===== src/rtl/bit_scan_serializer.sv =====
// bit_scan_serializer: streams each set bit of an accepted word as a one-hot beat with its index,
// in LSB-first or MSB-first order chosen per word.
module bit_scan_serializer #(
    parameter int WIDTH = 16,
    localparam int IDX_W = $clog2(WIDTH)
) (
    input  logic             clk_i,
    input  logic             srst_i,
    input  logic [WIDTH-1:0] data_i,
    input  logic             msb_first_i,
    input  logic             data_val_i,
    output logic             data_ready_o,
    output logic [WIDTH-1:0] onehot_o,
    output logic [IDX_W-1:0] index_o,
    output logic [IDX_W:0]   ordinal_o,
    output logic             last_o,
    output logic             zero_o,
    output logic             data_val_o,
    input  logic             data_ready_i
);
    typedef enum logic {IDLE, SCAN} state_t;
    state_t           state_q;
    logic [WIDTH-1:0] rem_q;
    logic [WIDTH-1:0] rem_d;
    logic             mode_q;
    logic [IDX_W:0]   ordinal_q;
    logic             zero_q;
    logic [IDX_W-1:0] lo_idx;
    logic [IDX_W-1:0] hi_idx;
    logic [IDX_W-1:0] idx;
    logic             scan;
    logic             accept;
    logic             handshake;
    always_comb begin
        lo_idx = '0;
        hi_idx = '0;
        for (int i = WIDTH - 1; i >= 0; i--) if (rem_q[i]) lo_idx = IDX_W'(i);
        for (int i = 0; i < WIDTH; i++) if (rem_q[i]) hi_idx = IDX_W'(i);
    end
    assign scan         = state_q == SCAN;
    assign idx          = mode_q ? hi_idx : lo_idx;
    assign onehot_o     = (scan && rem_q != '0) ? (WIDTH'(1) << idx) : '0;
    assign index_o      = scan ? idx : '0;
    assign ordinal_o    = scan ? ordinal_q : '0;
    // A single remaining set bit (rem & (rem-1) == 0) marks the final beat.
    assign last_o       = scan && (zero_q || (rem_q & (rem_q - WIDTH'(1))) == '0);
    assign zero_o       = scan && zero_q;
    assign data_val_o   = scan;
    assign data_ready_o = !scan || (last_o && data_ready_i);
    assign accept       = data_val_i && data_ready_o;
    assign handshake    = scan && data_ready_i;
    assign rem_d        = rem_q & ~onehot_o;
    always_ff @(posedge clk_i) begin
        if (!srst_i) begin
            state_q   <= IDLE;
            rem_q     <= '0;
            mode_q    <= 1'b0;
            ordinal_q <= '0;
            zero_q    <= 1'b0;
        end else if (accept) begin
            state_q   <= SCAN;
            rem_q     <= data_i;
            mode_q    <= msb_first_i;
            ordinal_q <= '0;
            zero_q    <= data_i == '0;
        end else if (handshake) begin
            rem_q     <= rem_d;
            ordinal_q <= ordinal_q + 1'b1;
            if (last_o) state_q <= IDLE;
        end
    end
endmodule

===== config.mk =====
export PLATFORM = sky130hd
export DESIGN_NAME = bit_scan_serializer
export DESIGN_NICKNAME = d
export VERILOG_FILES = /design/src/rtl/bit_scan_serializer.sv
export SDC_FILE = /design/constraint.sdc
export NUM_CORES = 1
export LEC_CHECK = 0
export CORE_AREA = 2 2 65 67
export DETAILED_ROUTE_END_ITERATION = 10
export DIE_AREA = 0 0 67 69
export MAX_ROUTING_LAYER = met4
export PLACE_DENSITY = 0.87
export SLEW_MARGIN = 25
export SYNTH_ARGS = -nofsm -noshare
export SYNTH_HDL_FRONTEND = slang
export SYNTH_SLANG_ARGS = --single-unit

===== constraint.sdc =====
create_clock -name clk_i -period 6.2 [get_ports clk_i]
set_input_delay 1.24 -clock clk_i [delete_from_list [all_inputs] [get_ports clk_i]]
set_output_delay 1.24 -clock clk_i [all_outputs]
set_load 0.01 [all_outputs]

### Yosys cells after proc, flatten, opt, wreduce, memory -nomap -nowiden

Cells that the tools add are included.

* register bits after elaboration: 24
* input port bits: 21
* output and inout bits: 29
* logic and storage cells: 68

* add/subtract/negate cells: 2
* shifts and indexed selects: 1
* muxes and demuxes: 40
* bitwise gates (word level): 4
* reduce and logical (&&, ||, !) cells: 16

Operators by type and width (number)
* 2-to-1 mux 4 bit: 32
* 2-to-1 mux 16 bit: 3
* bitwise AND 16 bit: 2
* zero test 16 bit: 2
* inverter 16 bit: 1
* nonzero test 16 bit: 1
* << shifter 1 x 4 -> 16 bit, first input constant: 1
* subtractor 16 x 1 -> 16 bit, second input constant: 1
* logical AND 1 bit: 6
* adder 5 x 1 -> 5 bit, second input constant: 1
* 2-to-1 mux 5 bit: 1
* 2-to-1 mux 1 bit: 4
* nonzero test 2 bit: 2
* logical OR 1 bit: 2
* AND reduction 2 bit: 1
* OR reduction 2 bit: 1
* zero test 1 bit: 1
* inverter 1 bit: 1

### Logic depth before layout (Yosys ltp)

* depth in word-level cells: 23
* depth in mapped cells: 9
* gate-level depth less buffers: 7

### Least setup slack after synthesis

Ideal clock, no wire load.

* kind: register to output
* start point: reg rem_q[5]
* end point: out onehot_o[15]
* arrival time: 1.990 ns
* required time: 4.960 ns
* path slack: 2.970 ns
* stages on the path, launching flop included: 8
* path buffers: 1
* path through: dfxtp_1 > buf_2 > nor2_1 > a2111oi_0 > o21ai_0 > a31oi_2 > nand2_1 > nor3_1

* word-level cells in the longest chain between the ends: 14
* elaborated cells on any way between the ends: 22
* classes of those cells: 1 x shift; 19 x mux; 2 x reduce/logical

Ends and longest elaborated chain
* start: declaration: line 23 `logic [WIDTH-1:0] rem_q;`
* start signal: assignment: line 62 `rem_q <= data_i;`
* start signal: assignment: line 67 `rem_q <= rem_d;`
* 2-to-1 mux 4 bit (11 in a row): line 38 `for (int i = 0; i < WIDTH; i++) if (rem_q[i]) hi_idx = IDX_W'(i);`
* 2-to-1 mux 4 bit: line 41 `assign idx = mode_q ? hi_idx : lo_idx;`
* << shifter 1 x 4 -> 16 bit: line 42 `assign onehot_o = (scan && rem_q != '0) ? (WIDTH'(1) << idx) : '0;`
* 2-to-1 mux 16 bit (*): line 42
* end: declaration: line 13 `output logic [WIDTH-1:0] onehot_o,`

Mark *: on every way between the ends. The rest lies on a longest branch, timed or not.

### Final worst setup path

* start point: reg state_q (netlist: data_val_o)
* end point: out data_ready_o

* word-level cells in the longest chain between the ends: 3
* elaborated cells on any way between the ends: 4
* classes of those cells: 4 x reduce/logical

Ends and longest elaborated chain
* start: declaration: line 22 `state_t state_q;`
* start signal: assignment: line 55 `state_q <= IDLE;`
* start signal: assignment: line 61 `state_q <= SCAN;`
* start signal: assignment: line 69 `if (last_o) state_q <= IDLE;`
* logical AND 1 bit: line 46 `assign last_o = scan && (zero_q || (rem_q & (rem_q - WIDTH'(1))) == '0);`
* logical AND 1 bit: line 49 `assign data_ready_o = !scan || (last_o && data_ready_i);`
* logical OR 1 bit (*): line 49
* end: declaration: line 12 `output logic data_ready_o,`

Marked as above.

==> run metrics <==
area of the multi-input gates=1340 µm²; initial antenna violation count=0; setup TNS=0 ns; ys async rst share=0%; startpoint types=register; Synth Cell Area=2010 µm²; FF+latch count, synth=24; Worst Hold End=ordinal_q[1]; commonest non-fill, non-tap cell in the layout=clkdlybuf4s50_1; area grow syn2layout=23.1%; # DRC=0; most frequent cells in the layout=clkdlybuf4s50_1 (49), nor2_1 (26), dfxtp_1 (24); synth warn=0; core area=3910 µm²; PortBufs=49; Max Clk Rate=222 MHz; Resized Gates After CTS=0; critical path arrival=3.27 ns; Via Count=2307; GR Util All Layers=27.5%; Worst Setup Slack, final=1.69 ns; Worst Hold Depth=2; RSZ-0062 raised after global routing=no; Storage cell area=480 µm²; Starting Density=51.4%; power per cell area=229 nW/µm²; htree depth=1; wirelength, routed=5.95 mm; Syn Nets=291; CTS tree=yes; Synth Flop Type=dfxtp_1; reg2reg start=data_val_o; Rel. slew slack=45.4%; number of CTS-inserted buffers=3; Seq/Total Area, Yosys=23.9%; skew final=0.00279 ns; max_cap viols=0; fillers=357; Post-Syn Instances=269; Least-Margin Pin Slew=0.818 ns; Die X=67 µm; final setup vio count=0; placement row count=23; layout cells sized above 1=6.80%; Post-synth EDFFs=0; Worst EP required=4.96 ns; Crit Path Max Fanout=19; height of the die=69 µm; drt initial violations=163; Pins Over Slew Limit=0; antenna-violating nets left=0; worst flop-to-flop path endpoint=rem_q[13]; Setup crit end kind=output pin; Ports=50; die area=4620 µm²; Final nets=317; Reg2Reg Setup Slack=2.95 ns; CTS root buffer=clkbuf_8; n_diodes=0; FF-to-FF path depth=6; library cells used by synthesis=54; Tcrit/Tclk final=72.7%; hold_buf cts=0; largest net degree at the start of global routing=24; leakage power=0.835 nW; DRT Pass-1 Iters=6; clk buf depth=2; Worst VDD drop=0.120 mV; Tot Pwr=568 µW; critical path class=register to output pin; global-route wire length before repair=9.81 mm; Final min period=4.51 ns; clk_lat worst skew=0.27 ns; CTS clk-pin slew, worst paths=0.09 ns; worst hold path startpoint=ordinal_q[1]; HP Class=register to register; Avg Cell Area, Syn=7.48 µm²; vias in the first global route=2098; post-CTS setup buffer count=0; HPWL after DPL=4.47 mm; GRT Residual Overflow=0; # clock sinks=24; status=completed; final hold slack=0.501 ns; DP Worst Slack=1.78 ns; Avg Vias per Cell=6.71; Avg WL per Cell=17.3 µm; GPL Wtd Cong=0.952; Hold Violations, Final=0
cell usage after synthesis, drive strengths merged (2+ instances only):
library cell,instances,area [µm²]
or3,2,12.5
nand2b,4,25.0
o31ai,14,105
inv,12,45.0
and2,8,50.1
nand4,3,18.8
o21ai,18,120
or4,4,33.8
o41ai,7,61.3
a2bb2oi,16,140
a21o,3,22.5
xor2,3,26.3
a21oi,10,50.1
a31oi,4,31.3
a41oi,2,17.5
nor3,8,40.0
nand2,12,45.0
a31o,3,26.3
nor2b,2,12.5
nor2,28,108
buf,8,71.3
a2111oi,5,50.0
a211oi,6,45.0
dfxtp,24,480
o221ai,2,17.5
clkbuf,20,75.1
nor4,6,43.8
nand3,17,85.1
o22a,2,17.5
o2111ai,3,26.3
cell families after synthesis:
family	Yosys count	synth area share (%)
adders and majority gates	2	1.12
muxes	1	0.497
buffers and inverters	41	9.69
xor gates and xnor gates	4	1.74
AOI/OAI and AO/OA	100	38.4
and+or+nand+nor	97	24.7
DFF	24	23.9
flip-flops by register name, indices dropped and copies added (netlist names):
name	flops
rem_q	16
ordinal_q	5
data_val_o	1
mode_q	1
zero_q	1
worst max-delay path, cell delays in order (launching register included):
cell             delay (ns)
dfxtp_1                0.60
inv_1                  0.26
a2111oi_2              0.39
o2111ai_1              0.25
o41a_1                 0.76
inv_2                  0.17
clkdlybuf4s50_1        0.56
final cells by class:
cell class | count | area share, %
multi-input combinational | 204 | 54.1
timing repair buffer | 49 | 19.8
sequential | 24 | 19.4
tap | 50 | 2.53
clock buffer | 4 | 2.22
inverter | 13 | 1.97
where the power goes:
group / internal, mW / switching [mW]
clock network: 0.0569 / 0.0548
registers: 0.169 / 0.0362
logic: 0.102 / 0.149
total: 0.328 / 0.240
per-stage QoR:
step	instance area, µm²	util (%)	instances
2_1_floorplan	2010	-	269
3_3_place_gp	2420	61.8	340
3_5_place_dp	2420	61.8	340
4_1_cts	2470	63.2	344
5_1_grt	2480	63.3	344
6_report	2480	63.3	344
worst max path at each step:
stage            startpoint           end  slack, ns  depth (start not counted)
6_report         data_val_o  data_ready_o       1.69                          6
5_1_grt            rem_q[5]   onehot_o[9]       1.49                          7
4_1_cts        data_ready_i  data_ready_o       1.75                          5
3_5_place_dp   data_ready_i  data_ready_o       1.78                          5
3_3_place_gp   data_ready_i  data_ready_o       1.86                          5
2_1_floorplan      rem_q[5]  onehot_o[15]       2.97                          7
layer usage:
| metal | vias to the layer above | GRT usage [%] | share of wire [%] |
|---|---|---|---|
| li1 | 1080 | - | - |
| met1 | 1051 | 36.0 | 39 |
| met2 | 152 | 41.8 | 46 |
| met3 | 24 | 4.57 | 11 |
| met4 | 0 | 11.1 | 3.2 |
| met5 | - | - | 0 |
Note: power is estimated with default switching activity, not from simulation.
